File: src/rtl/arbitro_ulauc_pkg.sv
// Shared definitions for the two-requester mantissa ALU arbiter.
package arbitro_ulauc_pkg;

   localparam int unsigned MANT_W      = 24;
   localparam int unsigned RES_W       = 28;
   localparam int unsigned TIMEOUT_DEF = 80;

   typedef enum logic [1:0] {
      OCIOSO  = 2'd0,
      DISPARA = 2'd1,
      AGUARDA = 2'd2,
      ENTREGA = 2'd3
   } estado_t;

endpackage

File: src/rtl/arbitro_ulauc.sv
// Arbiter sharing one mantissa ALU between two requesters, with a round-robin
// tie break, a start pulse, first-cycle finish blanking and a timeout abort.
module arbitro_ulauc
   import arbitro_ulauc_pkg::*;
#(
   parameter int unsigned TIMEOUT = TIMEOUT_DEF
) (
   input  logic              clk,
   input  logic              reset,

   input  logic              req0_valid,
   output logic              req0_ready,
   input  logic [MANT_W-1:0] req0_a,
   input  logic [MANT_W-1:0] req0_b,
   input  logic              req0_mult,
   output logic              req0_done,
   output logic [RES_W-1:0]  req0_dout,
   output logic              req0_erro,

   input  logic              req1_valid,
   output logic              req1_ready,
   input  logic [MANT_W-1:0] req1_a,
   input  logic [MANT_W-1:0] req1_b,
   input  logic              req1_mult,
   output logic              req1_done,
   output logic [RES_W-1:0]  req1_dout,
   output logic              req1_erro,

   output logic [MANT_W-1:0] ula_a,
   output logic [MANT_W-1:0] ula_b,
   output logic              ula_multiplica,
   output logic              ula_start,
   input  logic              ula_finish,
   input  logic [RES_W-1:0]  ula_dout,

   output logic              ocupado
);

   localparam int unsigned CNT_W = (TIMEOUT > 2) ? $clog2(TIMEOUT) : 1;

   estado_t           estado;
   estado_t           prox;
   logic              prio;
   logic              gnt;
   logic              win;
   logic              aceita;
   logic [MANT_W-1:0] a_q;
   logic [MANT_W-1:0] b_q;
   logic              mult_q;
   logic [CNT_W-1:0]  cnt;
   logic              fin_ok;
   logic              tmo;
   logic [RES_W-1:0]  dout0_q;
   logic [RES_W-1:0]  dout1_q;
   logic              erro0_q;
   logic              erro1_q;

   // cnt == 0 marks the first AGUARDA cycle, where a finish left over from the previous op is ignored
   assign fin_ok = ula_finish && (cnt != '0);
   assign tmo    = (cnt == CNT_W'(TIMEOUT - 1));

   // Winner selection, ready strobes and next-state logic
   always_comb begin
      prox       = estado;
      req0_ready = 1'b0;
      req1_ready = 1'b0;
      aceita     = 1'b0;
      win        = prio;
      if (req0_valid && !req1_valid) begin
         win = 1'b0;
      end else if (req1_valid && !req0_valid) begin
         win = 1'b1;
      end
      case (estado)
         OCIOSO: begin
            if (!reset && (req0_valid || req1_valid)) begin
               req0_ready = !win;
               req1_ready = win;
               aceita     = 1'b1;
               prox       = DISPARA;
            end
         end
         DISPARA: prox = AGUARDA;
         AGUARDA: begin
            if (fin_ok || tmo) begin
               prox = ENTREGA;
            end
         end
         ENTREGA: prox = OCIOSO;
         default: prox = OCIOSO;
      endcase
   end

   // State register, operand latch, wait counter and per-requester result registers
   always_ff @(posedge clk) begin
      if (reset) begin
         estado  <= OCIOSO;
         prio    <= 1'b0;
         gnt     <= 1'b0;
         a_q     <= '0;
         b_q     <= '0;
         mult_q  <= 1'b0;
         cnt     <= '0;
         dout0_q <= '0;
         dout1_q <= '0;
         erro0_q <= 1'b0;
         erro1_q <= 1'b0;
      end else begin
         estado <= prox;
         case (estado)
            OCIOSO: begin
               if (aceita) begin
                  gnt    <= win;
                  a_q    <= win ? req1_a : req0_a;
                  b_q    <= win ? req1_b : req0_b;
                  mult_q <= win ? req1_mult : req0_mult;
                  prio   <= !win;
               end
            end
            DISPARA: cnt <= '0;
            AGUARDA: begin
               cnt <= cnt + CNT_W'(1);
               // finish takes precedence over a timeout in the same cycle
               if (fin_ok) begin
                  if (gnt) begin
                     dout1_q <= ula_dout;
                     erro1_q <= 1'b0;
                  end else begin
                     dout0_q <= ula_dout;
                     erro0_q <= 1'b0;
                  end
               end else if (tmo) begin
                  if (gnt) begin
                     dout1_q <= '0;
                     erro1_q <= 1'b1;
                  end else begin
                     dout0_q <= '0;
                     erro0_q <= 1'b1;
                  end
               end
            end
            default: ;
         endcase
      end
   end

   assign ula_a          = a_q;
   assign ula_b          = b_q;
   assign ula_multiplica = mult_q;
   assign ula_start      = (estado == DISPARA);
   assign ocupado        = (estado != OCIOSO);
   assign req0_done      = (estado == ENTREGA) && !gnt;
   assign req1_done      = (estado == ENTREGA) && gnt;
   assign req0_dout      = dout0_q;
   assign req1_dout      = dout1_q;
   assign req0_erro      = erro0_q;
   assign req1_erro      = erro1_q;

endmodule

File: config.mk
export PLATFORM = sky130hd
export DESIGN_NAME = arbitro_ulauc
export DESIGN_NICKNAME = d
export VERILOG_FILES = /design/src/rtl/arbitro_ulauc_pkg.sv /design/src/rtl/arbitro_ulauc.sv
export SDC_FILE = /design/constraint.sdc
export NUM_CORES = 1
export LEC_CHECK = 0
export ABC_AREA = 1
export BUFFER_PORTS_ARGS = -buffer_cell sky130_fd_sc_hd__buf_2
export CORE_MARGIN = 5
export CORE_UTILIZATION = 44
export CTS_CLUSTER_DIAMETER = 80
export DETAILED_ROUTE_END_ITERATION = 6
export PLACE_DENSITY = 0.84
export SETUP_SLACK_MARGIN = 0.02
export SLEW_MARGIN = 20
export SYNTH_ARGS = -nofsm -noshare
export SYNTH_HDL_FRONTEND = slang
export SYNTH_SLANG_ARGS = --single-unit
File: constraint.sdc
create_clock -name clk -period 1.4 [get_ports clk]
set_clock_uncertainty 0.1 [all_clocks]
set_input_delay 0.28 -clock clk [delete_from_list [all_inputs] [get_ports clk]]
set_output_delay 0.28 -clock clk [all_outputs]
set_load 0.02 [all_outputs]
Yosys cells after proc, flatten, opt, wreduce, memory -nomap -nowiden
Index checks and enable logic that the tools add are counted.
- reduce and logical (&&, ||, !) cells: 22
- equal/unequal tests: 10
- multiplexer cells: 31
- add/subtract/negate cells: 1
- operators by type and width (cell ; count):
    $mux 28 ; 8
    $mux 24 ; 2
    $mux 1 ; 17
    $pmux 7 s2 ; 1
    $ne 2x2->1 const B ; 6
    $pmux 2 s4 ; 1
    $reduce_and 4->1 ; 2
    $add 7x1->7 const B ; 1
    $eq 7x7->1 const B ; 1
    $reduce_bool 7->1 ; 1
    $logic_and 1x1->1 ; 6
    $reduce_bool 2->1 ; 3
    $logic_not 1->1 ; 5
    $eq 2x2->1 const B ; 2
    $mux 2 ; 2
    $reduce_and 2->1 ; 2
    $eq 2x1->1 const B ; 1
    $logic_not 2->1 ; 1
    $logic_or 1x1->1 ; 2
- bits in registers: 118
- bits of input ports: 131

Longest topological paths before layout
- depth in word-level cells: 7
- depth in mapped cells: 13
- mapped depth without buffers: 11

Least setup slack after synthesis
Ideal clock, no wire load.
- path kind: register to output
- start: register prio
- end: output port req1_ready
- stages on the path, launching flop included: 6
- slack: -208 ps
- data arrival time: 1228 ps
- path through: dfxtp_1 -> inv_1 -> o21ai_1 -> nand2_1 -> buf_2 -> nor2_1
- cells in the longest elaborated chain, start to end: 4
- RTL lines (element ; RTL line ; source):
    start, declared ; arbitro_ulauc.sv:43 ; logic prio;
    start signal, assigned ; arbitro_ulauc.sv:117 ; prio <= !win;
    $mux 1 ; arbitro_ulauc.sv:71 ; end else if (req1_valid && !req0_valid) begin
    $mux 1 ; arbitro_ulauc.sv:69 ; if (req0_valid && !req1_valid) begin
    $mux 1 ; arbitro_ulauc.sv:76 ; if (!reset && (req0_valid || req1_valid)) begin
    $mux 1 ; arbitro_ulauc.sv:74 ; case (estado)
    end, declared ; arbitro_ulauc.sv:21 ; output logic req1_ready,
No other way between the ends.

Final worst setup path
Ends and elaborated chain as after synthesis.

==> impl_metrics.py <==
metrics = {
    "run_status": {
        "status": "finished, violations left",
        "violations": "setup timing",
    },
    "placement": {
        "gp_congestion": 0.823,
        "numPortBuffers": 243,
        "pre_cts_ws_ps": -250,
        "hpwl_um": 12600,
    },
    "setup_path": {
        "rrSetupSlack_ps": -360,
        "r2r-end": "req1_dout[2]",
        "reg2reg_from": "cnt[1]",
        "crit_chain": "inv_4 > o21ai_4 > nand2_4 > nor2_4 > buf_6",
        "critical-path-max-stage-delay_ps": 340,
        "end_kind": "primary output",
        "reg2reg_depth": 13,
        "endpoint": "req1_ready",
        "cp-startpoint": "prio",
        "required_ps": 1020,
        "path_depth": 5,
        "arrival_ps": 1390,
        "criticalPathCategory": "reg -> out",
        "cp_top_family": "flip-flops",
        "startpoint_type": "flop",
        "critPathSlowestCell": "dfxtp_2",
        "path_buf_inv": 2,
        "crit_fanout": 3,
    },
    "synthesis": {
        "yosys.area.top_type": "dfxtp_1",
        "yosys_warnings": 0,
        "synthTopCellsByArea": "dfxtp_1 (41%), nand2_1 (21%), inv_1 (7.9%)",
        "synth_area_um2": 5820,
        "ys_seq_area_share_pct": 40.6,
        "syn_nets": 1058,
        "ys_types": 26,
        "yosys_register_bits": 118,
        "synthCells": 921,
        "synth.avg_cell_area_um2": 6.32,
        "yosysTopAreaCellShare_pct": 40.6,
    },
    "route": {
        "drtPass1Iterations": 5,
        "routed_wl_um": 25000,
        "wl_per_cell_um": 17.8,
        "drtAntennaViolNets": 0,
        "drtIter0Drc": 762,
        "vias_per_cell": 5.36,
        "drc": 0,
        "vias": 7551,
    },
    "global_routing": {
        "antenna_found_initial": 0,
        "grt_pass1_vias": 6921,
        "grt-ovfl-total": 0,
        "grt_max_degree": 61,
        "grt_usage_pct": 26.9,
        "grt_pass1_wl_um": 34200,
    },
    "sta": {
        "slew_violations": 0,
        "period_share_pct": 127,
        "finalWorstSetupSlack_ps": -373,
        "max_freq_mhz": 564,
        "min_period_ps": 1770,
        "hold-worst-slack_ps": 103,
        "hold_viol_final": 0,
        "maxSlewHeadroom_pct": 55.4,
        "setup_violations": 121,
        "rsz0062_at_grt": "true",
        "tightest_slew_ps": 669,
    },
    "clock_network": {
        "tritoncts": "yes",
        "holdBufCountCts": 0,
        "cts_buffers": 17,
        "clock_latency_ps": 420,
        "cts_buffer_depth": 2,
        "clkSinkCount": 118,
        "cts.clk_slew.worst_paths_ps": 50,
        "cts-root-buf": "clkbuf_16",
        "h-tree-depth": 4,
    },
    "die": {
        "coreArea_um2": 13100,
        "dieArea_um2": 15600,
        "die_y_um": 125,
        "start_util_pct": 44.5,
        "die_w_um": 125,
        "ioPinCount": 244,
        "num_rows": 42,
    },
    "power_and_ir_drop": {
        "powerDensity_nw_per_um2": 1580,
        "p_leak_nw": 5.15,
        "vdd_ir_drop_max_v": 0.00104,
        "switching_share_pct": 38.7,
        "switchingPower_mw": 6.33,
        "clockPowerShare_pct": 26.0,
        "seqPwrFrac_pct": 25.0,
        "pwr-share-comb_pct": 49.1,
        "intPower_mw": 10.0,
    },
    "cells_and_area": {
        "fin_util_pct": 79.4,
        "mostFrequentLayoutCells": "buf_2 (229), nand2_1 (193), dfxtp_1 (108), inv_1 (95), nand2_2 (71)",
        "final_common_cell": "buf_2",
        "seq_area_um2": 2380,
        "layout-drive-gt1-share_pct": 54.7,
        "fillers": 755,
        "antenna_cells": 0,
        "area_growth_pct": 78.3,
        "multi_input_area_um2": 3960,
        "nNetsFinal": 1358,
    },
    "job": {
        "cap_violations": 0,
    },
    "min_path": {
        "hp-class": "in -> reg",
    },
}
==> layer usage <==
layer	share of wire, %	up-vias	track usage, %
li1	-	3446	-
met1	35	3443	29.8
met2	49	524	47.9
met3	9.4	138	7.29
met4	6.2	0	12.8
met5	0	-	0
==> repair_timing <==
action / CTS / global route
pin swaps: 53 / 123
resized for setup: 177 / 295
cloned: 18 / 6
buffers inserted: 35 / 13
endpoints found under the setup margin: 123 / 124
==> worst reg2reg max path, stage by stage, from the launching register on <==
cell and delay, ps:
dfxtp_4 380, inv_4 40, ha_4 150, inv_2 40
nor2_2 30, nand3_2 70, nand2_2 80, nand2_4 140
nand3_4 140, buf_12 170, buf_12 140, nand2_4 70
nand2_4 60, nor2_4 100
==> synthesized netlist by cell type <==
cell	n
nand3_1	74
nand2_1	325
inv_2	1
buf_1	2
o21ai_1	2
o21ai_0	4
nand2_4	1
ha_1	6
inv_1	123
buf_2	21
clkbuf_1	34
or2_2	1
buf_6	3
nor3_1	2
nand3_4	1
dfxtp_1	118
nand2_2	1
nand3_2	2
buf_4	2
clkinv_1	1
nand4_1	39
nor3b_1	4
a211oi_1	3
nor2_2	2
a21oi_1	55
nor2_1	94
==> kinds of logic after synthesis <==
logic type      Yosys count  share of synthesized area [%]
simple gates            546                           39.5
buf+inv                 187                           13.0
flops                   118                           40.6
compound gates           64                           5.63
fa+ha+maj                 6                           1.29
==> power by group through the flow <==
stage / Sequential [mW] / Combinational (mW) / Clock (mW)
6_report: 4.09 / 8.03 / 4.25
5_1_grt: 4.13 / 8.48 / 4.41
4_1_cts: 4.00 / 6.69 / 4.25
3_5_place_dp: 4.02 / 4.74 / 0
3_3_place_gp: 4.01 / 4.68 / 0
2_1_floorplan: 4.37 / 2.62 / 0
==> cell type report <==
class                   instances  area share [%]
clock buffers                  24            4.54
inverters                     125            4.78
flip-flops and latches        118            22.9
repair buffers                343            26.6
multi-input cells             616            38.1
clock inverters                 8           0.952
well taps                     176            2.12
==> flip-flops by register name, summed over array words and instances (netlist names) <==
name / cells
cnt: 7
estado: 2
gnt: 1
prio: 1
req0_dout: 28
req0_erro: 1
req1_dout: 28
req1_erro: 1
ula_a: 24
ula_b: 24
ula_multiplica: 1
==> worst min-delay path by stage <==
stage,startpoint,end,slack (ps),depth (start not counted)
2_1_floorplan,cnt[1],cnt[1],360,2
5_1_grt,req0_a[5],ula_a[5],120,5
3_5_place_dp,ula_a[21],ula_a[21],350,2
6_report,req0_a[5],ula_a[5],100,5
3_3_place_gp,ula_b[18],ula_b[18],350,2
4_1_cts,req0_a[5],ula_a[5],80,5
==> per-stage QoR <==
stage | total power [mW] | instance area (µm²) | TNS [ps] | std cells
after floorplan | 6.99 | 5900 | -3950 | 921
after global placement | 8.69 | 7580 | -11540 | 1326
after detailed placement | 8.76 | 7580 | -15730 | 1326
after CTS | 14.9 | 9470 | -26190 | 1408
after global routing | 17.0 | 10400 | -36560 | 1410
final | 16.4 | 10400 | -28150 | 1410
No activity file was read; power rests on OpenSTA's default activity.
